**src/rtl/adpcm_multi_if.sv**
```systemverilog
// rtl/adpcm_multi_if.sv - request/result bundle between the sample FIFOs and the multi-channel ADPCM codec
//
// Purpose: groups every codec signal except clk/rstn.
// master: drives enable, req (toggle), ch, sel_rx, rx_pcm, rx_adpcm, clr;
//         observes ack, tx_pcm, tx_adpcm, tx_ch, err, cst.
// slave : the codec side (directions mirrored).
interface adpcm_multi_if #(
    parameter int NCH = 2
);
    localparam int CHW = (NCH > 1) ? $clog2(NCH) : 1;

    logic                  enable;
    logic                  req;
    logic                  ack;
    logic [CHW-1:0]        ch;
    logic                  sel_rx;
    logic signed [15:0]    rx_pcm;
    logic [3:0]            rx_adpcm;
    logic                  clr;
    logic signed [15:0]    tx_pcm;
    logic [3:0]            tx_adpcm;
    logic [CHW-1:0]        tx_ch;
    logic                  err;
    logic [2:0]            cst;

    modport master (
        output enable, req, ch, sel_rx, rx_pcm, rx_adpcm, clr,
        input  ack, tx_pcm, tx_adpcm, tx_ch, err, cst
    );

    modport slave (
        input  enable, req, ch, sel_rx, rx_pcm, rx_adpcm, clr,
        output ack, tx_pcm, tx_adpcm, tx_ch, err, cst
    );
endinterface

```
**src/rtl/adpcm_multi.sv**
```systemverilog
// rtl/adpcm_multi.sv - time-multiplexed IMA-ADPCM encoder/decoder for NCH channels
//
// Purpose: one bit-serial datapath converts one sample per req toggle, either
// 16-bit PCM -> 4-bit code (sel_rx=0) or 4-bit code -> 16-bit PCM (sel_rx=1),
// using the predictor and step index of the requested channel.
// Ports: clk, rstn (async active-low); bus (slave modport of adpcm_multi_if):
//   enable, req, ch, sel_rx, rx_pcm, rx_adpcm, clr in;
//   ack, tx_pcm, tx_adpcm, tx_ch, err, cst out.
module adpcm_multi #(
    parameter int NCH = 2
) (
    input  logic          clk,
    input  logic          rstn,
    adpcm_multi_if.slave  bus
);
    localparam int CHW = (NCH > 1) ? $clog2(NCH) : 1;

    // State encodings are the Gray codes of 0..7, so cst is the state register itself.
    typedef enum logic [2:0] {
        S_IDLE = 3'b000,
        S_LOAD = 3'b001,
        S_B3   = 3'b011,
        S_B2   = 3'b010,
        S_B1   = 3'b110,
        S_B0   = 3'b111,
        S_UPD  = 3'b101,
        S_STEP = 3'b100
    } state_t;

    localparam logic [14:0] STEP_TABLE [0:88] = '{
        15'd7,     15'd8,     15'd9,     15'd10,    15'd11,    15'd12,    15'd13,    15'd14,
        15'd16,    15'd17,    15'd19,    15'd21,    15'd23,    15'd25,    15'd28,    15'd31,
        15'd34,    15'd37,    15'd41,    15'd45,    15'd50,    15'd55,    15'd60,    15'd66,
        15'd73,    15'd80,    15'd88,    15'd97,    15'd107,   15'd118,   15'd130,   15'd143,
        15'd157,   15'd173,   15'd190,   15'd209,   15'd230,   15'd253,   15'd279,   15'd307,
        15'd337,   15'd371,   15'd408,   15'd449,   15'd494,   15'd544,   15'd598,   15'd658,
        15'd724,   15'd796,   15'd876,   15'd963,   15'd1060,  15'd1166,  15'd1282,  15'd1411,
        15'd1552,  15'd1707,  15'd1878,  15'd2066,  15'd2272,  15'd2499,  15'd2749,  15'd3024,
        15'd3327,  15'd3660,  15'd4026,  15'd4428,  15'd4871,  15'd5358,  15'd5894,  15'd6484,
        15'd7132,  15'd7845,  15'd8630,  15'd9493,  15'd10442, 15'd11487, 15'd12635, 15'd13899,
        15'd15289, 15'd16818, 15'd18500, 15'd20350, 15'd22385, 15'd24623, 15'd27086, 15'd29794,
        15'd32767
    };

    state_t              state;
    logic                req_d;
    logic                req_x;
    logic signed [15:0]  predict [NCH];
    logic [6:0]          idx [NCH];

    logic [CHW-1:0]      ch_r;
    logic                mode_r;
    logic                sign_r;
    logic [3:0]          code_r;
    logic signed [15:0]  pcm_r;
    logic [14:0]         step_r;
    logic [16:0]         sigma_r;
    logic [16:0]         diff_r;

    logic                ack_r;
    logic                err_r;
    logic signed [15:0]  tx_pcm_r;
    logic [3:0]          tx_adpcm_r;
    logic [CHW-1:0]      tx_ch_r;

    logic signed [16:0]  diff_s;
    logic [16:0]         diff_abs;
    logic [14:0]         step_lu;
    logic [1:0]          bit_k;
    logic                take;
    logic signed [17:0]  pred_sum;
    logic signed [15:0]  pred_sat;
    logic signed [4:0]   idx_adj;
    logic signed [7:0]   idx_sum;
    logic [6:0]          idx_new;

    assign req_x    = bus.req ^ req_d;
    assign step_lu  = STEP_TABLE[idx[ch_r]];
    assign diff_s   = $signed({pcm_r[15], pcm_r}) - $signed({predict[ch_r][15], predict[ch_r]});
    assign diff_abs = diff_s[16] ? $unsigned(-diff_s) : $unsigned(diff_s);

    // Code bit handled by the current bit-serial cycle; encode compares the
    // residual, decode simply reads the incoming code bit.
    always_comb begin
        bit_k = 2'd0;
        case (state)
            S_B2:    bit_k = 2'd2;
            S_B1:    bit_k = 2'd1;
            default: bit_k = 2'd0;
        endcase
        take = mode_r ? code_r[bit_k] : (diff_r >= 17'(step_r));
    end

    // 18 bits so that predict +/- sigma (sigma up to 61436) cannot wrap before clamping.
    always_comb begin
        pred_sum = sign_r ? (18'(predict[ch_r]) - $signed({1'b0, sigma_r}))
                          : (18'(predict[ch_r]) + $signed({1'b0, sigma_r}));
        if (pred_sum > 18'sd32767)
            pred_sat = 16'sh7fff;
        else if (pred_sum < -18'sd32768)
            pred_sat = 16'sh8000;
        else
            pred_sat = pred_sum[15:0];
    end

    always_comb begin
        case (code_r[2:0])
            3'd4:    idx_adj = 5'sd2;
            3'd5:    idx_adj = 5'sd4;
            3'd6:    idx_adj = 5'sd6;
            3'd7:    idx_adj = 5'sd8;
            default: idx_adj = -5'sd1;
        endcase
        idx_sum = $signed({1'b0, idx[ch_r]}) + 8'(idx_adj);
        if (idx_sum < 8'sd0)
            idx_new = 7'd0;
        else if (idx_sum > 8'sd88)
            idx_new = 7'd88;
        else
            idx_new = idx_sum[6:0];
    end

    always_ff @(posedge clk or negedge rstn) begin
        if (!rstn) begin
            state      <= S_IDLE;
            req_d      <= 1'b0;
            ack_r      <= 1'b1;
            err_r      <= 1'b0;
            tx_pcm_r   <= '0;
            tx_adpcm_r <= '0;
            tx_ch_r    <= '0;
            ch_r       <= '0;
            mode_r     <= 1'b0;
            sign_r     <= 1'b0;
            code_r     <= '0;
            pcm_r      <= '0;
            step_r     <= '0;
            sigma_r    <= '0;
            diff_r     <= '0;
            for (int i = 0; i < NCH; i++) begin
                predict[i] <= '0;
                idx[i]     <= '0;
            end
        end else if (!bus.enable) begin
            // req_d deliberately holds so a toggle made while disabled is seen later.
            state      <= S_IDLE;
            ack_r      <= 1'b1;
            err_r      <= 1'b0;
            tx_pcm_r   <= '0;
            tx_adpcm_r <= '0;
            tx_ch_r    <= '0;
            for (int i = 0; i < NCH; i++) begin
                predict[i] <= '0;
                idx[i]     <= '0;
            end
        end else begin
            req_d <= bus.req;
            case (state)
                S_IDLE: begin
                    if (bus.clr) begin
                        err_r <= 1'b0;
                        for (int i = 0; i < NCH; i++) begin
                            predict[i] <= '0;
                            idx[i]     <= '0;
                        end
                    end else if (req_x) begin
                        if (32'(bus.ch) >= NCH) begin
                            err_r <= 1'b1;
                        end else begin
                            ch_r   <= bus.ch;
                            mode_r <= bus.sel_rx;
                            pcm_r  <= bus.rx_pcm;
                            code_r <= bus.sel_rx ? bus.rx_adpcm : 4'd0;
                            state  <= S_LOAD;
                            ack_r  <= 1'b0;
                        end
                    end
                end
                S_LOAD: begin
                    step_r  <= step_lu;
                    sigma_r <= 17'(step_lu >> 3);
                    if (mode_r) begin
                        sign_r <= code_r[3];
                    end else begin
                        sign_r <= diff_s[16];
                        diff_r <= diff_abs;
                    end
                    state <= S_B3;
                end
                S_B3: begin
                    code_r[3] <= sign_r;
                    state     <= S_B2;
                end
                S_B2, S_B1, S_B0: begin
                    if (take) begin
                        sigma_r <= sigma_r + 17'(step_r);
                        if (!mode_r) begin
                            code_r[bit_k] <= 1'b1;
                            diff_r        <= diff_r - 17'(step_r);
                        end
                    end
                    step_r <= step_r >> 1;
                    state  <= (state == S_B2) ? S_B1 : ((state == S_B1) ? S_B0 : S_UPD);
                end
                S_UPD: begin
                    predict[ch_r] <= pred_sat;
                    idx[ch_r]     <= idx_new;
                    state         <= S_STEP;
                end
                S_STEP: begin
                    if (mode_r)
                        tx_pcm_r <= predict[ch_r];
                    else
                        tx_adpcm_r <= code_r;
                    tx_ch_r <= ch_r;
                    ack_r   <= 1'b1;
                    state   <= S_IDLE;
                end
                default: state <= S_IDLE;
            endcase
            // A toggle arriving while busy is lost; flag it without touching the conversion.
            if (req_x && (state != S_IDLE))
                err_r <= 1'b1;
        end
    end

    assign bus.ack      = ack_r;
    assign bus.err      = err_r;
    assign bus.tx_pcm   = tx_pcm_r;
    assign bus.tx_adpcm = tx_adpcm_r;
    assign bus.tx_ch    = tx_ch_r;
    assign bus.cst      = state;
endmodule
```
**src/flat_wrapper.sv**
```systemverilog
// flat-port wrapper written by rule: the top's interface ports become plain ports
module adpcm_multi_flat 
#(
    parameter int NCH = 2
)
  (clk, rstn, bus_enable, bus_req, bus_ch, bus_sel_rx, bus_rx_pcm, bus_rx_adpcm, bus_clr, bus_ack, bus_tx_pcm, bus_tx_adpcm, bus_tx_ch, bus_err, bus_cst);
  adpcm_multi_if #(.NCH(NCH)) bus_i ();
  input  logic clk;
  input  logic rstn;
  input wire logic [$bits(bus_i.enable)-1:0] bus_enable;
  input wire logic [$bits(bus_i.req)-1:0] bus_req;
  input wire logic [$bits(bus_i.ch)-1:0] bus_ch;
  input wire logic [$bits(bus_i.sel_rx)-1:0] bus_sel_rx;
  input wire logic [$bits(bus_i.rx_pcm)-1:0] bus_rx_pcm;
  input wire logic [$bits(bus_i.rx_adpcm)-1:0] bus_rx_adpcm;
  input wire logic [$bits(bus_i.clr)-1:0] bus_clr;
  output wire logic [$bits(bus_i.ack)-1:0] bus_ack;
  output wire logic [$bits(bus_i.tx_pcm)-1:0] bus_tx_pcm;
  output wire logic [$bits(bus_i.tx_adpcm)-1:0] bus_tx_adpcm;
  output wire logic [$bits(bus_i.tx_ch)-1:0] bus_tx_ch;
  output wire logic [$bits(bus_i.err)-1:0] bus_err;
  output wire logic [$bits(bus_i.cst)-1:0] bus_cst;
  assign bus_i.enable = bus_enable;
  assign bus_i.req = bus_req;
  assign bus_i.ch = bus_ch;
  assign bus_i.sel_rx = bus_sel_rx;
  assign bus_i.rx_pcm = bus_rx_pcm;
  assign bus_i.rx_adpcm = bus_rx_adpcm;
  assign bus_i.clr = bus_clr;
  assign bus_ack = bus_i.ack;
  assign bus_tx_pcm = bus_i.tx_pcm;
  assign bus_tx_adpcm = bus_i.tx_adpcm;
  assign bus_tx_ch = bus_i.tx_ch;
  assign bus_err = bus_i.err;
  assign bus_cst = bus_i.cst;
  adpcm_multi #(.NCH(NCH)) u_core (.clk(clk), .rstn(rstn), .bus(bus_i));
endmodule
```
**config.mk**
```make
export PLATFORM = sky130hd
export DESIGN_NAME = adpcm_multi_flat
export DESIGN_NICKNAME = d
export VERILOG_FILES = /design/src/rtl/adpcm_multi_if.sv /design/src/rtl/adpcm_multi.sv /design/src/flat_wrapper.sv
export SDC_FILE = /design/constraint.sdc
export NUM_CORES = 1
export LEC_CHECK = 0
export ABC_AREA = 1
export ABC_CLOCK_PERIOD_IN_PS = 6100
export CAP_MARGIN = 20
export CORE_AREA = 3 3 145 183
export DETAILED_ROUTE_END_ITERATION = 8
export DIE_AREA = 0 0 148 186
export PLACE_DENSITY_LB_ADDON = 0.25
export SLEW_MARGIN = 20
export SYNTH_ARGS = -nofsm -noshare
export SYNTH_HDL_FRONTEND = slang
export SYNTH_SLANG_ARGS = --single-unit
```
**constraint.sdc**
```tcl
create_clock -name clk -period 6.1 [get_ports clk]
set_clock_uncertainty 0.2 [all_clocks]
set_input_delay 0.915 -clock clk [delete_from_list [all_inputs] [get_ports clk]]
set_output_delay 0.915 -clock clk [all_outputs]
set_load 0.02 [all_outputs]
```
# Word-level counts from Yosys, hierarchy flattened
# Memories as Yosys holds them, arrays and structs flattened.
# Cells that the tools add are included.
# W data, S select, Z words.
# op_classes
n_addsub	7
n_lt_le_gt_ge	10
eq_ne	26
muxes	70
bitwise_logic	5
reduce_logical	22
# op_table
op	count
$mux W16	9
$mux W17	5
$pmux W17 S2	2
$mux W32	2
$pmux W32 S2	1
$mux W7	6
$bwmux W32	1
$mux W4	8
$mux W15	2
$pmux W15 S2	1
$mux W14	2
$pmux W14 S2	1
$eq A3 B3 Y1 const B	8
$pmux W5 S4	1
$add A16 B18 Y18	1
$gt A18 B16 Y1 const B	1
$lt A18 B16 Y1 const B	1
$mux W18	1
$pmux W3 S6	1
$sub A16 B18 Y18	1
$add A17 B15 Y17	1
$ge A17 B15 Y1	1
$neg A17 Y17	1
$sub A16 B16 Y17	1
other kinds (43)	81
# word_totals
register_bits	145
romBits	1920
output_inout_bits	26
mem_count	1
# memory_table
name	words	word_bits	rd	rd_ports_with_merged_regs	wr	line	rtl
(no name shown)	128	15	1	0	0	adpcm_multi.sv:78	assign step_lu = STEP_TABLE[idx[ch_r]];

# Longest topological paths before layout
# Gate-level depths: netlist of run 1.
# logic_depth
word_depth	12
mapped_depth	25

# Worst setup path before layout of run 1
# OpenSTA, ideal clock, no wires.
# synth_path
path_type	reg2reg
start	register u_core.sigma_r[1]
end	register u_core.predict[14] (netlist bit)
setup_time_ns	0.116
arrival_ns	3.115
required_time_ns	5.784
path_slack_ns	2.669
stages_incl_launch_ff	25
path_buffers	1
path_cell_list	dfrtp_1 inv_2 ha_1 nand3_1 nor3_1 nand2_1 inv_1 nand3_1 o31ai_1 xor2_1 inv_1 ha_1 nand2_1 nor3_1 nand4_1 nor2_1 nor2_1 xor2_2 inv_2 nand2_4 buf_12 nand2_2 nand2_2 nand2_1 nand2_1
# synth_between
elab_chain_len	8
word_cells_on_any_way	10
# synth_rtl
item	line	rtl
from (decl)	adpcm_multi.sv:57	logic [16:0] sigma_r;
from (signal assigned)	adpcm_multi.sv:181	sigma_r <= 17'(step_lu >> 3);
from (signal assigned)	adpcm_multi.sv:196	sigma_r <= sigma_r + 17'(step_r);
$add A16 B18 Y18 or $sub A16 B18 Y18 (tied branches)	adpcm_multi.sv:97, adpcm_multi.sv:96	
$mux W18 *	adpcm_multi.sv:96	pred_sum = sign_r ? (18'(predict[ch_r]) - $signed({1'b0, sigma_r}))
$lt A18 B16 Y1	adpcm_multi.sv:100	else if (pred_sum < -18'sd32768)
$mux W16	adpcm_multi.sv:100	
$mux W16 *	adpcm_multi.sv:98	if (pred_sum > 18'sd32767)
$bwmux W32 *	adpcm_multi.sv:206	predict[ch_r] <= pred_sat;
$pmux W32 S2 *	adpcm_multi.sv:158	case (state)
$mux W32 *	adpcm_multi.sv:144	end else if (!bus.enable) begin
to (signal, indexed assignment)	adpcm_multi.sv:206	
to (decl)	adpcm_multi.sv:48	logic signed [15:0] predict [NCH];
# Every way passes the cells marked *; elsewhere a longest branch is shown, timed or not.
# A chain may end at the register's enable or synchronous reset.

# Worst setup path in the final report of run 1
# layout_path
start	register u_core.ch_r
end	register u_core.diff_r[9]
# layout_between
elab_chain_len	9
# layout_rtl
item	line	rtl
from (decl)	adpcm_multi.sv:51	logic [CHW-1:0] ch_r;
from (signal assigned)	adpcm_multi.sv:170	ch_r <= bus.ch;
$not A1 Y2 (not written as such) *	adpcm_multi.sv:79	assign diff_s = $signed({pcm_r[15], pcm_r}) - $signed({predict[ch_r][15], predict[ch_r]});
$mux W16 (not written as such) * (3 in series)	adpcm_multi.sv:79	
$sub A16 B16 Y17 *	adpcm_multi.sv:79	
$neg A17 Y17	adpcm_multi.sv:80	assign diff_abs = diff_s[16] ? $unsigned(-diff_s) : $unsigned(diff_s);
$mux W17 *	adpcm_multi.sv:80	
$mux W17 *	adpcm_multi.sv:182	if (mode_r) begin
$pmux W17 S2 *	adpcm_multi.sv:158	
to (signal assigned)	adpcm_multi.sv:186	diff_r <= diff_abs;
to (signal assigned)	adpcm_multi.sv:199	diff_r <= diff_r - 17'(step_r);
to (decl)	adpcm_multi.sv:58	logic [16:0] diff_r;
# Every way passes the cells marked *; elsewhere a longest branch is shown, timed or not. The select of a mux whose other input is x is not followed.

==> results of run 1 <==
[cells by family after synthesis]
logic type,Yosys count,synth area share [%]
simple gates,914,30.9
compound gates,371,17.2
buf+inv,293,9.75
flops,145,29.2
fa+ha+maj,89,9.26
xor+xnor,50,3.65
[synthesized netlist by cell type, types with 21 or more instances]
cell type,n,share of area (%)
sky130_fd_sc_hd__nand2_1,585,18
sky130_fd_sc_hd__inv_1,224,6.8
sky130_fd_sc_hd__dfrtp_1,144,29
sky130_fd_sc_hd__o21ai_0,125,5.0
sky130_fd_sc_hd__nand3_1,117,4.7
sky130_fd_sc_hd__nor2_1,113,3.4
sky130_fd_sc_hd__a21oi_1,107,4.3
sky130_fd_sc_hd__ha_1,84,8.5
sky130_fd_sc_hd__xor2_1,30,2.1
sky130_fd_sc_hd__o22ai_1,29,1.5
sky130_fd_sc_hd__nor3_1,21,0.85
[routing by layer]
| layer | track usage [%] | routed length [um] | vias up | part of all wire (%) |
|---|---|---|---|---|
| met5 | 0 | 0 | - | 0 |
| met4 | 12.7 | 1600 | 0 | 4.1 |
| met3 | 3.70 | 2310 | 103 | 6.0 |
| met2 | 51.8 | 19300 | 455 | 50 |
| met1 | 33.9 | 15500 | 5916 | 40 |
| li1 | - | - | 6173 | - |
[registers in the layout, summed over array words and instances, names as in the netlist]
register             count
u_core.predict          32
u_core.diff_r           17
u_core.sigma_r          17
u_core.bus.tx_pcm       16
u_core.pcm_r            16
u_core.step_r           15
u_core.idx              14
u_core.bus.tx_adpcm      4
u_core.code_r            4
u_core.bus.cst           3
u_core.bus.ack           1
u_core.bus.err           1
u_core.bus.tx_ch         1
u_core.ch_r              1
u_core.mode_r            1
u_core.req_d             1
u_core.sign_r            1
[worst max-delay path by stage]
stage | slack, ns | start | end | cells past startpoint
final | 1.83 | u_core.ch_r | u_core.diff_r[9] | 20
after global routing | 1.44 | u_core.ch_r | u_core.diff_r[9] | 20
after CTS | 1.83 | u_core.ch_r | u_core.diff_r[9] | 20
after detailed placement | 1.86 | u_core.ch_r | u_core.diff_r[9] | 20
after global placement | 2.00 | u_core.ch_r | u_core.diff_r[9] | 20
after floorplan | 2.67 | u_core.sigma_r[1] | u_core.predict[14] | 24
[cell type report]
class | count | area [um2] | share of cell area, %
Multi-Input combinational cell | 1424 | 7600 | 55.2
Sequential cell | 145 | 3630 | 26.4
Tap cell | 335 | 419 | 3.04
Clock inverter | 13 | 149 | 1.08
Timing Repair Buffer | 66 | 627 | 4.55
Clock buffer | 19 | 433 | 3.14
Inverter | 242 | 908 | 6.60
[worst max-delay path, stage by stage, from the launching register on]
cell and delay, ns:
sky130_fd_sc_hd__dfrtp_1 0.32, sky130_fd_sc_hd__buf_4 0.37, sky130_fd_sc_hd__inv_2 0.26, sky130_fd_sc_hd__or2_2 0.33, sky130_fd_sc_hd__o21ai_0 0.16, sky130_fd_sc_hd__inv_1 0.14, sky130_fd_sc_hd__ha_1 0.25, sky130_fd_sc_hd__fa_1 0.39
sky130_fd_sc_hd__inv_1 0.11, sky130_fd_sc_hd__nand2_1 0.08, sky130_fd_sc_hd__nand2_1 0.06, sky130_fd_sc_hd__nand3_1 0.09, sky130_fd_sc_hd__nand2_1 0.12, sky130_fd_sc_hd__nand3_1 0.10, sky130_fd_sc_hd__o211ai_1 0.11, sky130_fd_sc_hd__nand2_1 0.28
sky130_fd_sc_hd__inv_2 0.33, sky130_fd_sc_hd__nand2_1 0.11, sky130_fd_sc_hd__o211ai_1 0.09, sky130_fd_sc_hd__nand3_1 0.10, sky130_fd_sc_hd__a21boi_0 0.18
[layout by cell type (no fill, tap or decap), types with 4 or more instances in the layout]
| cell type | count |
|---|---|
| sky130_fd_sc_hd__nand2_1 | 585 |
| sky130_fd_sc_hd__inv_1 | 224 |
| sky130_fd_sc_hd__dfrtp_1 | 144 |
| sky130_fd_sc_hd__o21ai_0 | 125 |
| sky130_fd_sc_hd__nand3_1 | 117 |
| sky130_fd_sc_hd__nor2_1 | 113 |
| sky130_fd_sc_hd__a21oi_1 | 107 |
| sky130_fd_sc_hd__ha_1 | 84 |
| sky130_fd_sc_hd__clkdlybuf4s50_1 | 51 |
| sky130_fd_sc_hd__xor2_1 | 30 |
| sky130_fd_sc_hd__o22ai_1 | 29 |
| sky130_fd_sc_hd__nor3_1 | 20 |
| sky130_fd_sc_hd__or2_2 | 19 |
| sky130_fd_sc_hd__nand2_2 | 18 |
| sky130_fd_sc_hd__xnor2_1 | 18 |
| sky130_fd_sc_hd__o211ai_1 | 18 |
| sky130_fd_sc_hd__inv_2 | 17 |
| sky130_fd_sc_hd__o21ai_1 | 17 |
| sky130_fd_sc_hd__clkbuf_16 | 17 |
| sky130_fd_sc_hd__nand4_1 | 15 |
| sky130_fd_sc_hd__buf_4 | 14 |
| sky130_fd_sc_hd__a31oi_1 | 13 |
| sky130_fd_sc_hd__a22oi_1 | 11 |
| sky130_fd_sc_hd__o31ai_1 | 8 |
| sky130_fd_sc_hd__o21ai_2 | 7 |
| sky130_fd_sc_hd__o21bai_1 | 7 |
| sky130_fd_sc_hd__a21o_1 | 7 |
| sky130_fd_sc_hd__nor2_2 | 6 |
| sky130_fd_sc_hd__fa_1 | 5 |
| sky130_fd_sc_hd__o221ai_1 | 4 |
| sky130_fd_sc_hd__nand3b_1 | 4 |
| sky130_fd_sc_hd__nor4_1 | 4 |
| sky130_fd_sc_hd__inv_6 | 4 |
[per-stage QoR]
| stage | setup WS (ns) | util, % | hold slack, ns | cell area [um2] | std cells |
|---|---|---|---|---|---|
| finish | 1.83 | 55.0 | 0.268 | 13800 | 2244 |
| global route | 1.44 | 55.0 | 0.297 | 13800 | 2244 |
| CTS | 1.83 | 55.0 | 0.271 | 13800 | 2244 |
| detailed placement | 1.86 | 52.6 | 0.259 | 13200 | 2212 |
| global placement | 2.00 | 52.6 | 0.253 | 13200 | 2212 |
| floorplan | 2.67 | - | 0.241 | 12400 | 1862 |
==> report_table.html, run 1 <==
<table>
<tr><th>Metric</th><th>Value</th></tr>
<tr><th colspan="2">CTS</th></tr>
<tr><td>H-tree lvl count</td><td>4</td></tr>
<tr><td>Clock tree from TritonCTS</td><td>done</td></tr>
<tr><td>Post CTS Setup Buffer Count</td><td>0</td></tr>
<tr><td>Total clock sinks</td><td>145</td></tr>
<tr><td>Root Buffer Master</td><td>sky130_fd_sc_hd__clkbuf_16</td></tr>
<tr><td>CTS clock-pin slew for the worst setup and hold paths</td><td>0.07 ns</td></tr>
<tr><td>Post-CTS resize count</td><td>0</td></tr>
<tr><td>CTS Buf Count</td><td>17</td></tr>
<tr><td>Clock insertion delay at the later pin of the skew report</td><td>0.44 ns</td></tr>
<tr><td>Total of hold buffers inserted after clock tree synthesis</td><td>0</td></tr>
<tr><td>CTS max path bufs</td><td>2</td></tr>
<tr><th colspan="2">Yosys</th></tr>
<tr><td>FF+latch count, synth</td><td>145</td></tr>
<tr><td>Number of flops mapped to enable cells by yosys</td><td>0</td></tr>
<tr><td>Number of distinct library cells after synthesis</td><td>56</td></tr>
<tr><td>Post-Syn Area per Cell</td><td>6.67 um2</td></tr>
<tr><td>Dominant synthesized flop cell</td><td>sky130_fd_sc_hd__dfrtp_1</td></tr>
<tr><td>Fraction of synthesis flops using an asynchronous set or reset pin</td><td>100%</td></tr>
<tr><td>Netlist area before placement</td><td>0.0124 mm2</td></tr>
<tr><td>Sequential-to-total area share from yosys stat</td><td>29.2%</td></tr>
<tr><td>Cell count after synthesis</td><td>1,862</td></tr>
<tr><td>Nets in the synthesized netlist</td><td>1,978</td></tr>
<tr><td>Warnings from Yosys</td><td>0</td></tr>
<tr><th colspan="2">Worst hold path</th></tr>
<tr><td>Instance count along the most critical hold path</td><td>2</td></tr>
<tr><td>Origin of the worst min-delay path</td><td>u_core.bus.ack</td></tr>
<tr><td>Worst hold endpoint</td><td>u_core.bus.ack</td></tr>
<tr><td>Path class of the lowest-slack min-delay path</td><td>reg2reg</td></tr>
<tr><th colspan="2">Setup path</th></tr>
<tr><td>Critical path type</td><td>reg2reg</td></tr>
<tr><td>Max Fanout on Critical Path</td><td>33</td></tr>
<tr><td>Crit. End Element</td><td>flop</td></tr>
<tr><td>Reg-to-reg endpoint</td><td>u_core.diff_r[9]</td></tr>
<tr><td>Internal reg-to-reg setup slack</td><td>1.83 ns</td></tr>
<tr><td>Worst EP required</td><td>6.26 ns</td></tr>
<tr><td>Startpoint of the most critical register-to-register path</td><td>u_core.ch_r</td></tr>
<tr><td>Path depth of the worst reg2reg path</td><td>20</td></tr>
<tr><td>WP data arrival</td><td>4.43 ns</td></tr>
<tr><td>Startpoint Class</td><td>flop</td></tr>
<tr><th colspan="2">STA</th></tr>
<tr><td>Worst rel slew slack</td><td>40.5%</td></tr>
<tr><td>Post-route fraction of the period consumed by the critical path</td><td>70.1%</td></tr>
<tr><td>Fmax</td><td>234 MHz</td></tr>
<tr><td>Setup repair after global routing missed its margin</td><td>false</td></tr>
<tr><td>Slew at the pin closest to its max-slew limit</td><td>0.883 ns</td></tr>
<tr><td>Summed negative setup slack over all endpoints</td><td>0 ns</td></tr>
<tr><td>Final setup violation count</td><td>0</td></tr>
<tr><td>Fin. Hold Viols</td><td>0</td></tr>
<tr><td>Final worst path period need</td><td>4.27 ns</td></tr>
<tr><td>Fin. max-slew vios</td><td>0</td></tr>
<tr><th colspan="2">Global routing</th></tr>
<tr><td>Maximum number of pins on one net before global-route repair</td><td>91</td></tr>
<tr><td>Vias in the first global route</td><td>12,500</td></tr>
<tr><td>Initial antenna violation count</td><td>0</td></tr>
<tr><td>Total Routing Usage GR</td><td>28.6%</td></tr>
<tr><td>Leftover overflow at the end of global routing</td><td>0</td></tr>
<tr><td>Wire length of the first global-routing pass</td><td>63,000 um</td></tr>
<tr><th colspan="2">Floorplanning</th></tr>
<tr><td>Vert. Die Dim</td><td>186 um</td></tr>
<tr><td>Chip Width</td><td>148 um</td></tr>
<tr><td>Die outline area</td><td>0.0275 mm2</td></tr>
<tr><td>Initial Util</td><td>49.6%</td></tr>
<tr><td>Cell Rows</td><td>65</td></tr>
<tr><td>Std-Cell Core Area</td><td>0.0250 mm2</td></tr>
<tr><td>Number of I/O pins</td><td>53</td></tr>
<tr><th colspan="2">Cells and area</th></tr>
<tr><td>N_diodes</td><td>0</td></tr>
<tr><td>Layout net count</td><td>2,012</td></tr>
<tr><td>Fill cells</td><td>2,539</td></tr>
<tr><td>Layout-stage area growth over the synthesis result</td><td>10.8%</td></tr>
<tr><td>Fraction of layout cells with a size suffix above 1</td><td>6.60%</td></tr>
<tr><th colspan="2">Detailed routing</th></tr>
<tr><td>Vias per inst</td><td>5.64</td></tr>
<tr><td>Initial drt markers</td><td>875</td></tr>
<tr><td>Drt first pass iters</td><td>7</td></tr>
<tr><td>DRC errors left</td><td>0</td></tr>
<tr><td>Average detailed-routed wire length per instance</td><td>17.3 um</td></tr>
<tr><td>Total number of vias</td><td>12,600</td></tr>
<tr><td>Remaining antenna violation count after routing</td><td>0</td></tr>
<tr><td>Drt total wl</td><td>38,700 um</td></tr>
<tr><th colspan="2">Run status</th></tr>
<tr><td>Status</td><td>complete, no violations</td></tr>
<tr><th colspan="2">Placed design</th></tr>
<tr><td>Detailed-placement wirelength estimate</td><td>29,100 um</td></tr>
<tr><td>Global placer's final weighted congestion</td><td>0.963</td></tr>
<tr><td>Port buffer count</td><td>52</td></tr>
<tr><th colspan="2">Job</th></tr>
<tr><td>Max-capacitance violation count</td><td>0</td></tr>
</table>
Power of run 1 is left out: the tool's default activity adds up to more than one toggle a clock period on the data nets, which glitch-free logic cannot reach.
==> run 2: changes to the inputs <==
ABC_CLOCK_PERIOD_IN_PS = 3510   (was 6100)
clock period = 3.51 ns   (was 6.1 ns; I/O delays follow)
==> report_table.html, run 2 (synthesis gave the netlist of run 1 again) <==
<table>
<tr><th>Metric</th><th>Value</th></tr>
<tr><th colspan="2">Run status</th></tr>
<tr><td>Status</td><td>complete, but fails checks (was complete, no violations)</td></tr>
<tr><td>Violated checks</td><td>setup timing</td></tr>
<tr><th colspan="2">Detailed routing</th></tr>
<tr><td>Total number of vias</td><td>13,200 (was 12,600)</td></tr>
<tr><td>M1 WL</td><td>16,600 um (was 15,500 um)</td></tr>
<tr><td>Drt total wl</td><td>41,200 um (was 38,700 um)</td></tr>
<tr><td>Drt first pass iters</td><td>6 (was 7)</td></tr>
<tr><td>Sum of met2 wire segment lengths after detailed routing</td><td>20,500 um (was 19,300 um)</td></tr>
<tr><td>DRC errors left</td><td>0 (unchanged)</td></tr>
<tr><td>Initial drt markers</td><td>1,020 (was 875)</td></tr>
<tr><td>Remaining antenna violation count after routing</td><td>0 (unchanged)</td></tr>
<tr><td>Average detailed-routed wire length per instance</td><td>17.4 um (was 17.3 um)</td></tr>
<tr><td>Highest routed metal layer</td><td>met4 (unchanged)</td></tr>
<tr><td>Vias per inst</td><td>5.59 (was 5.64)</td></tr>
<tr><td>Total met3 wirelength after detailed routing</td><td>2000 um (was 2310 um)</td></tr>
<tr><th colspan="2">Global routing</th></tr>
<tr><td>Leftover overflow at the end of global routing</td><td>0 (unchanged)</td></tr>
<tr><td>Vias in the first global route</td><td>12,900 (was 12,500)</td></tr>
<tr><td>Total Routing Usage GR</td><td>29.6% (was 28.6%)</td></tr>
<tr><td>Maximum number of pins on one net before global-route repair</td><td>67 (was 91)</td></tr>
<tr><td>Wire length of the first global-routing pass</td><td>65,100 um (was 63,000 um)</td></tr>
<tr><td>Initial antenna violation count</td><td>0 (unchanged)</td></tr>
<tr><th colspan="2">STA</th></tr>
<tr><td>Worst rel slew slack</td><td>55.9% (was 40.5%)</td></tr>
<tr><td>Final worst path period need</td><td>3.61 ns (was 4.27 ns)</td></tr>
<tr><td>Fin. max-slew vios</td><td>0 (unchanged)</td></tr>
<tr><td>Final setup violation count</td><td>30 (was 0)</td></tr>
<tr><td>Setup repair after global routing missed its margin</td><td>true (was false)</td></tr>
<tr><td>Fin. Hold Viols</td><td>0 (unchanged)</td></tr>
<tr><td>Slew at the pin closest to its max-slew limit</td><td>0.661 ns (was 0.883 ns)</td></tr>
<tr><td>Final Worst Setup Slack</td><td>-0.0983 ns (was 1.83 ns)</td></tr>
<tr><td>Fmax</td><td>277 MHz (was 234 MHz)</td></tr>
<tr><td>Post-route fraction of the period consumed by the critical path</td><td>103% (was 70.1%)</td></tr>
<tr><th colspan="2">Placed design</th></tr>
<tr><td>Placed Cells incl. Taps</td><td>2,318 (was 2,212)</td></tr>
<tr><td>Port buffer count</td><td>52 (unchanged)</td></tr>
<tr><td>Detailed-placement wirelength estimate</td><td>30,800 um (was 29,100 um)</td></tr>
<tr><td>Global placer's final weighted congestion</td><td>1.01 (was 0.963)</td></tr>
<tr><th colspan="2">Floorplanning</th></tr>
<tr><td>Number of I/O pins</td><td>53 (unchanged)</td></tr>
<tr><td>Initial Util</td><td>49.6% (unchanged)</td></tr>
<tr><td>Vert. Die Dim</td><td>186 um (unchanged)</td></tr>
<tr><td>Chip Width</td><td>148 um (unchanged)</td></tr>
<tr><td>Die outline area</td><td>0.0275 mm2 (unchanged)</td></tr>
<tr><td>Cell Rows</td><td>65 (unchanged)</td></tr>
<tr><td>Std-Cell Core Area</td><td>0.0250 mm2 (unchanged)</td></tr>
<tr><th colspan="2">Setup path</th></tr>
<tr><td>Startpoint Class</td><td>flop (unchanged)</td></tr>
<tr><td>Worst EP required</td><td>3.64 ns (was 6.26 ns)</td></tr>
<tr><td>Critical path type</td><td>reg2reg (unchanged)</td></tr>
<tr><td>Reg-to-reg endpoint</td><td>u_core.predict[16] (was u_core.diff_r[9])</td></tr>
<tr><td>Crit. End Element</td><td>flop (unchanged)</td></tr>
<tr><td>WP data arrival</td><td>3.74 ns (was 4.43 ns)</td></tr>
<tr><td>Max Fanout on Critical Path</td><td>8 (was 33)</td></tr>
<tr><td>Startpoint of the most critical register-to-register path</td><td>u_core.sigma_r[0] (was u_core.ch_r)</td></tr>
<tr><td>Path depth of the worst reg2reg path</td><td>22 (was 20)</td></tr>
<tr><td>Internal reg-to-reg setup slack</td><td>-0.1 ns (was 1.83 ns)</td></tr>
<tr><th colspan="2">Cells and area</th></tr>
<tr><td>Most common cell after layout, fill and taps aside</td><td>sky130_fd_sc_hd__nand2_1 (unchanged)</td></tr>
<tr><td>Layout net count</td><td>2,135 (was 2,012)</td></tr>
<tr><td>Register name with the most flops</td><td>u_core.predict (unchanged)</td></tr>
<tr><td>Biggest registers after layout</td><td>u_core.predict (32), u_core.diff_r (17), u_core.sigma_r (17) (unchanged)</td></tr>
<tr><td>Leading cell types in the layout, fill and taps excluded</td><td>sky130_fd_sc_hd__nand2_1, sky130_fd_sc_hd__inv_1, sky130_fd_sc_hd__dfrtp_1, sky130_fd_sc_hd__buf_4, sky130_fd_sc_hd__o21ai_0 (was sky130_fd_sc_hd__nand2_1, sky130_fd_sc_hd__inv_1, sky130_fd_sc_hd__dfrtp_1, sky130_fd_sc_hd__o21ai_0, sky130_fd_sc_hd__nand3_1)</td></tr>
<tr><td>N_diodes</td><td>0 (unchanged)</td></tr>
<tr><td>Fraction of layout cells with a size suffix above 1</td><td>16.8% (was 6.60%)</td></tr>
<tr><td>Largest register FFs</td><td>32 (unchanged)</td></tr>
<tr><td>Filler-free cell count of the finished design</td><td>2,366 (was 2,244)</td></tr>
<tr><td>Layout-stage area growth over the synthesis result</td><td>22.4% (was 10.8%)</td></tr>
<tr><td>Fill cells</td><td>2,394 (was 2,539)</td></tr>
<tr><th colspan="2">CTS</th></tr>
<tr><td>Total clock sinks</td><td>145 (unchanged)</td></tr>
<tr><td>Clock insertion delay at the later pin of the skew report</td><td>0.44 ns (about the same)</td></tr>
<tr><td>Clock tree from TritonCTS</td><td>done (unchanged)</td></tr>
<tr><td>CTS Buf Count</td><td>17 (unchanged)</td></tr>
<tr><td>CTS max path bufs</td><td>2 (unchanged)</td></tr>
<tr><td>CTS clock-pin slew for the worst setup and hold paths</td><td>0.07 ns (about the same)</td></tr>
<tr><td>Root Buffer Master</td><td>sky130_fd_sc_hd__clkbuf_16 (unchanged)</td></tr>
<tr><td>H-tree lvl count</td><td>4 (unchanged)</td></tr>
<tr><th colspan="2">Worst hold path</th></tr>
<tr><td>Path class of the lowest-slack min-delay path</td><td>reg2reg (unchanged)</td></tr>
<tr><td>Worst hold endpoint</td><td>u_core.bus.ack (unchanged)</td></tr>
<tr><td>Origin of the worst min-delay path</td><td>u_core.bus.ack (unchanged)</td></tr>
<tr><td>Instance count along the most critical hold path</td><td>2 (unchanged)</td></tr>
<tr><th colspan="2">Job</th></tr>
<tr><td>Max-capacitance violation count</td><td>0 (unchanged)</td></tr>
</table>
[run 2: cell count changes in the layout (fill, tap and decap cells not counted), moves of 11 or more]
| cell | previous run | this run |
|---|---|---|
| sky130_fd_sc_hd__o21ai_0 | 125 | 112 |
| sky130_fd_sc_hd__nor2_1 | 113 | 99 |
| sky130_fd_sc_hd__buf_4 | 14 | 130 |
| sky130_fd_sc_hd__nand3_1 | 117 | 103 |
| sky130_fd_sc_hd__nand2_1 | 585 | 558 |
| sky130_fd_sc_hd__nand3_2 | 3 | 14 |
| sky130_fd_sc_hd__nand2_2 | 18 | 37 |
[run 2: worst max-delay path, cell delays in order (launching register included)]
cell and delay, ns:
sky130_fd_sc_hd__dfrtp_1 0.40, sky130_fd_sc_hd__inv_2 0.09, sky130_fd_sc_hd__ha_4 0.15, sky130_fd_sc_hd__nand3_4 0.09, sky130_fd_sc_hd__nor3_4 0.14, sky130_fd_sc_hd__nand2_2 0.08, sky130_fd_sc_hd__inv_2 0.09, sky130_fd_sc_hd__nand3_4 0.10
sky130_fd_sc_hd__o31ai_4 0.24, sky130_fd_sc_hd__xor2_1 0.15, sky130_fd_sc_hd__inv_1 0.08, sky130_fd_sc_hd__ha_4 0.28, sky130_fd_sc_hd__nand2_4 0.06, sky130_fd_sc_hd__nor3_4 0.18, sky130_fd_sc_hd__nand4_1 0.16, sky130_fd_sc_hd__nor2_2 0.16
sky130_fd_sc_hd__nor2_2 0.07, sky130_fd_sc_hd__xor2_2 0.20, sky130_fd_sc_hd__inv_4 0.18, sky130_fd_sc_hd__nand2_8 0.11, sky130_fd_sc_hd__buf_4 0.15, sky130_fd_sc_hd__nand3_1 0.07, sky130_fd_sc_hd__nand2_1 0.05
[run 2: final cells by class]
class | instances | area (um2) | area share [%]
repair buffers | 187 | 1580 | 10.4
multi-input cells | 1426 | 8100 | 53.3
clock inverters | 12 | 120 | 0.790
clock buffers | 19 | 443 | 2.91
inverters | 242 | 916 | 6.02
well taps | 335 | 419 | 2.76
flip-flops and latches | 145 | 3630 | 23.9
[run 2: per-layer routing]
metal  track usage (%)  vias to the layer above
met1              35.6                     6188
met3              3.73                      150
met2              52.2                      463
met4              14.9                        0
li1                  -                     6417
met5                 0                        -
[run 2: timing repair]
action                                  4_1_cts  5_1_grt
gates resized for setup                      27      111
hold buffers                                  1        0
pin swaps                                     7       31
gates cloned                                  2        0
hold endpoints to repair                     64        0
endpoints found under the setup margin       38       51
setup buffers                                 2       13
[run 2: stage by stage]
step                      setup slack [ns]  area, um2  setup TNS [ns]  hold slack, ns  util (%)
after floorplan                     0.0787      12400               0          0.0309         -
after global placement              -0.134      14000           -2.82           0.252      55.9
after detailed placement            -0.207      14000           -5.19           0.258      55.9
after CTS                          0.00449      14700               0           0.274      58.8
after global routing                -0.328      15200           -8.98           0.296      60.7
final                              -0.0983      15200           -1.93           0.267      60.7
[run 2: worst max-delay path by stage]
stage                              end  cells past startpoint         startpoint
finish              u_core.predict[16]                     22  u_core.sigma_r[0]
global route        u_core.predict[14]                     23  u_core.sigma_r[0]
CTS                 u_core.predict[13]                     21  u_core.sigma_r[2]
detailed placement  u_core.predict[20]                     24  u_core.sigma_r[0]
global placement     u_core.diff_r[13]                     20        u_core.ch_r
floorplan           u_core.predict[14]                     24  u_core.sigma_r[1]
Power of run 2 is left out for the same reason.
==> RTL edit 1 (flow settings as in run 1) <==
`NCH` is set to 2 in 3 places; all go to 4.
--- a/src/rtl/adpcm_multi_if.sv
+++ b/src/rtl/adpcm_multi_if.sv
@@ -5,7 +5,7 @@
 //         observes ack, tx_pcm, tx_adpcm, tx_ch, err, cst.
 // slave : the codec side (directions mirrored).
 interface adpcm_multi_if #(
-    parameter int NCH = 2
+    parameter int NCH = 4
 );
     localparam int CHW = (NCH > 1) ? $clog2(NCH) : 1;
 
--- a/src/rtl/adpcm_multi.sv
+++ b/src/rtl/adpcm_multi.sv
@@ -7,7 +7,7 @@
 //   enable, req, ch, sel_rx, rx_pcm, rx_adpcm, clr in;
 //   ack, tx_pcm, tx_adpcm, tx_ch, err, cst out.
 module adpcm_multi #(
-    parameter int NCH = 2
+    parameter int NCH = 4
 ) (
     input  logic          clk,
     input  logic          rstn,
--- a/src/flat_wrapper.sv
+++ b/src/flat_wrapper.sv
@@ -1,7 +1,7 @@
 // flat-port wrapper written by rule: the top's interface ports become plain ports
 module adpcm_multi_flat 
 #(
-    parameter int NCH = 2
+    parameter int NCH = 4
 )
   (clk, rstn, bus_enable, bus_req, bus_ch, bus_sel_rx, bus_rx_pcm, bus_rx_adpcm, bus_clr, bus_ack, bus_tx_pcm, bus_tx_adpcm, bus_tx_ch, bus_err, bus_cst);
   adpcm_multi_if #(.NCH(NCH)) bus_i ();
Ports: changed (resized bus_ch and bus_tx_ch); port bits go from 53 to 55. No check against the original RTL was run, so the function may have changed too.
==> RTL edit 1 against run 1 <==
- routed wire length grew 16%
- setup slack lost 0.87 ns
- design area up 14%
- synthesized cell count is 13% higher
- count of clock-buffer cells in the layout decreased by 1
- via count grew 14%
- sequential cell count up 48
- synthesized area up 16%
==> RTL edit 1: results (changes against run 1) <==
Status
  • Status: completed

Global route
  • Grt met2 use: 0.558 (+0.0402)
  • Largest net degree at the start of global routing: 95 (+4.4%)
  • GRT met1 Usage: 0.414 (+0.0744)
  • First-pass GRT wire length: 71,500 um (+14%)
  • Initial antenna violation count: 0 (unchanged)
  • Met3 GRT Util: 0.0343 (-0.00268)
  • Global Route Usage Sum: 0.327 (+0.0406)

Min path
  • Hold Crit Endpoint: u_core.pcm_r[2]
  • Hold path depth: 2 (unchanged)
  • Min-delay src: u_core.pcm_r[2]
  • Hold/Removal Path Class: reg -> reg

Cells and area
  • Top flop regs: u_core.predict (64), u_core.idx (28)
  • ANT cells: 0 (unchanged)
  • Share of cells above drive strength 1: 0.0491 (-0.0169)

Yosys
  • Ranking of synthesized cells by area: dfrtp_1, nand2_1, ha_1
  • Complex-gate fraction of the synthesized area: 0.164 (-0.00794)
  • Post-Synth XOR/XNOR Area: 0.0323 (-0.00420)
  • Post-Synth Adder-Cell Area: 0.0776 (-0.0151)
  • Syn nets: 2,211 (+12%)
  • YS warnings: 0 (unchanged)
  • Synth top cells by count: nand2_1, inv_1, dfrtp_1
  • Share of flip-flops with an asynchronous set or reset: 1.00 (unchanged)
  • Register area share after synthesis: 0.337 (+0.0444)
  • Unique cell type count in the Yosys netlist: 54 (-3.6%)

STA
  • Slew headroom: 0.280 (-0.126)
  • Minimum hold slack: 0.283 ns (+0.0157 ns)

CTS
  • CTS Root Cell: clkbuf_16
  • Reg clk slew, reported paths: around 0.080 ns
  • Worst skew pair latency: 0.46 ns (+0.02 ns)
  • Num CTS Buffers: 17 (unchanged)

Place
  • IO Port Bufs: 54 (+3.8%)
  • Gpl congestion: 1.02 (+5.5%)
  • DP HPWL: 33,300 um (+14%)
  • DP Area: 15,200 um^2 (+15%)

Routing
  • DRT Pass-1 Iters: 6 (-1)
  • WL per Instance: 18.1 um (+5.0%)
  • Routed vias: 14,400 (+14%)
  • DRT iter0 DRCs: 1,249 (+43%)

Power and ir drop
  • Internal power: between 3 and 4 mW

Critical path
  • Reg2reg start: u_core.ch_r[0]
  • Worst reg-to-reg path cell count: 19 (-5.0%)
  • R2R Path End: u_core.diff_r[6]
  • Worst Path Max Fanout: 22 (-33%)
  • Reg-to-reg setup timing slack: 0.96 ns (-0.87 ns)
==> RTL edit 1: cell count changes after synthesis, moves of 12 or more <==
cell / before / now
or2_2: 19 / 4
o22ai_1: 29 / 48
nor2_1: 113 / 149
inv_1: 224 / 266
nand2_1: 585 / 641
nand3_1: 117 / 134
a22oi_1: 11 / 25
dfrtp_1: 144 / 192
a21oi_1: 107 / 119
==> RTL edit 1: critical path, stage by stage (launching register included) <==
cell and delay, ns:
dfrtp_1 0.49, nor2_2 0.87, clkinv_1 0.39, o22ai_1 0.25, a21oi_1 0.09, o21ai_2 0.17, inv_2 0.15, ha_1 0.39
a21oi_1 0.18, o31ai_1 0.09, nor2_1 0.12, nand2_1 0.06, nand2_1 0.06, nand2_1 0.29, inv_1 0.47, nand2_1 0.12
o21ai_0 0.34, o21ai_0 0.15, nand2_1 0.08, nand2_1 0.05
==> RTL edit 1: cells by family after synthesis <==
logic type / count (synthesis)
buffers and inverters: 344
AOI/OAI and AO/OA: 406
xor gates and xnor gates: 52
DFF: 193
adders and majority gates: 86
and+or+nand+nor: 1016
==> RTL edit 1: worst max path at each step <==
stage / slack (ns) / cells after the start / startpoint / end
after floorplan: 2.36 / 20 / u_core.ch_r[0] / u_core.predict[13]
final: 0.96 / 19 / u_core.ch_r[0] / u_core.diff_r[6]
after global routing: 0.53 / 22 / u_core.ch_r[0] / u_core.diff_r[6]
after detailed placement: 1.04 / 22 / u_core.ch_r[0] / u_core.diff_r[6]
after global placement: 1.07 / 22 / u_core.ch_r[0] / u_core.diff_r[6]
after CTS: 1.0 / 22 / u_core.ch_r[0] / u_core.diff_r[6]
==> RTL edit 1: power by group through the flow <==
stage	Combinational, mW	Clock (mW)	Sequential, mW
after global routing	6.65	1.18	1.82
after global placement	5.76	0	1.80
after floorplan	4.39	0	1.73
final	5.98	1.12	1.80
after detailed placement	5.84	0	1.81
after CTS	5.88	1.13	1.79
==> RTL edit 1: metal layers <==
layer / up-vias / wire [um]
li1: 6917 / -
met1: 6685 / 18100
met2: 694 / 21400
met3: 144 / 3040
met4: 0 / 2260
met5: - / 0
==> RTL edit 1: layout make-up <==
class                   instances  area, um^2
clock buffers                  18         439
inverters                     285        1070
well taps                     335         419
multi-input cells            1560        8200
repair buffers                 69         657
clock inverters                13         140
fillers                      2382        9290
flip-flops and latches        193        4830
==> RTL edit 1: per-stage QoR <==
| step | setup slack, ns | instances |
|---|---|---|
| 3_5_place_dp | 1.04 | 2442 |
| 2_1_floorplan | 2.36 | 2097 |
| 5_1_grt | 0.527 | 2473 |
| 6_report | 0.960 | 2473 |
| 3_3_place_gp | 1.07 | 2442 |
| 4_1_cts | 0.999 | 2473 |
==> RTL edit 2 (config.mk and constraints of run 1) <==
Without the edit above. Make the reset (`rstn`) synchronous in one clocked block. Comments in the files are not updated.
--- a/src/rtl/adpcm_multi.sv
+++ b/src/rtl/adpcm_multi.sv
@@ -120,7 +120,7 @@
             idx_new = idx_sum[6:0];
     end
 
-    always_ff @(posedge clk or negedge rstn) begin
+    always_ff @(posedge clk) begin
         if (!rstn) begin
             state      <= S_IDLE;
             req_d      <= 1'b0;
Check against the original RTL: differs if rstn is asserted again (counterexample within 4 cycles, from zero or initial values and one cycle with rstn low); with rstn held inactive, the same outputs for 4 cycles.
==> RTL edit 2 against run 1 <==
- count of clock-buffer cells in the layout decreased by 1
- maximum frequency decreased by 7.8%
- non-clock buffer count unchanged
- synthesized area decreased by 4.0%
- routed wire length decreased by 1.7%
- first-iteration DRC count increased by 12%
- design area decreased by 3.2%
- setup slack got worse by 0.36 ns
- sequential cell count increased by 1
- critical path type unchanged
- critical endpoint is now u_core.diff_r[6]
==> RTL edit 2: results (changes against run 1) <==
Routing
  • Routed vias/inst: 5.67 (+0.56%)
  • DRT iter0 DRCs: 981 (+12%)
  • Wire length on met1: 15,700 um (+1.5%)
  • Met3 wire len: 2140 um (-7.4%)
  • Routed vias: 12,200 (-3.6%)
  • WL per Instance: 17.7 um (+2.5%)

Cells and area
  • Share of cells above drive strength 1: 0.0600 (-0.00601)
  • Layout clock area frac: 0.0469 (+0.00469)
  • Final core utilization: 0.532 (-0.0176)
  • Sequential share of cell area: 0.254 (-0.00976)
  • Multi-input gate count: 1,344 (-5.6%)
  • Buffering overhead: 0.0469 (+0.00142)
  • Fillers: 2,627 (+3.5%)
  • Inverters: 229 (-5.4%)
  • Area of the multi-input gates: 7410 um^2 (-2.5%)
  • Clkbuf count: 18 (-1)

STA
  • Period utilisation layout: 0.760 (+0.0592)
  • Worst slew pin tran: 1.03 ns (+0.150 ns)
  • Minimum hold slack: 0.266 ns (-0.00179 ns)

Global route
  • Met3 GRT Util: 0.0283 (-0.00877)
  • Global Route Usage Sum: 0.276 (-0.00991)
  • First-pass GRT wire length: 60,600 um (-3.9%)
  • Grt met2 use: 0.481 (-0.0375)
  • Largest net degree at the start of global routing: 47 (-48%)
  • GRT met1 Usage: 0.349 (+0.00995)

Min path
  • Min-delay src: u_core.bus.err
  • Hold/Removal Path Class: reg -> reg
  • Hold Crit Endpoint: u_core.bus.err

Place
  • Placed cell count: 2,120 (-4.2%)
  • Pre-CTS setup slack: 1.50 ns (-0.366 ns)
  • DP Area: 12,700 um^2 (-3.7%)
  • DP HPWL: 29,000 um (-0.37%)
  • Gpl congestion: 0.973 (+0.99%)

Yosys
  • Post-synth EDFFs: 46 (+46)
  • Register area share after synthesis: 0.284 (-0.00841)
  • Ranking of synthesized cells by area: dfxtp_1, nand2_1, edfxtp_1
  • Synth Area per Inst: 6.71 um^2 (+0.51%)
  • Share of flip-flops with an asynchronous set or reset: 0 (-1.00)
  • Top FF cell, synth: dfxtp_1
  • Unique cell type count in the Yosys netlist: 58 (+3.6%)
  • Synth top cells by count: nand2_1, inv_1, a21oi_1

Critical path
  • R2R Path End: u_core.diff_r[6]
  • CP max stage cell: dfxtp_1
  • Worst Path Max Fanout: 27 (-18%)
  • Worst reg-to-reg path cell count: 21 (+5.0%)
  • Max stage delay on crit path: 1.00 ns (+0.61 ns)
  • Arr. time, crit path: 4.79 ns (+0.36 ns)

CTS
  • Num CTS Buffers: 17 (unchanged)

Status
  • Status: completed
## RTL edit 2: cell types whose count changed after synthesis, moves of 20 or more
cell,before,now
dfxtp_1,0,100
edfxtp_1,0,46
nand2_1,585,400
o21ai_0,125,147
nor2_1,113,133
o22ai_1,29,6
a21oi_1,107,204
dfrtp_1,144,0
## RTL edit 2: cells by family (layout without fill, tap and decap cells)
family / after synthesis / in the layout / synth area share
flops: 146 / 146 / 0.284
simple gates: 751 / 751 / 0.271
compound gates: 453 / 453 / 0.213
fa+ha+maj: 92 / 92 / 0.0997
buf+inv: 288 / 327 / 0.0957
xor+xnor: 48 / 48 / 0.0365
## RTL edit 2: worst min-delay path: cells and delay by family, from the launching register on
family	cells	cell delay [ns]
buffers and inverters	1	0.05
AO/OA/AOI/OAI	1	0.06
flip-flops	1	0.32
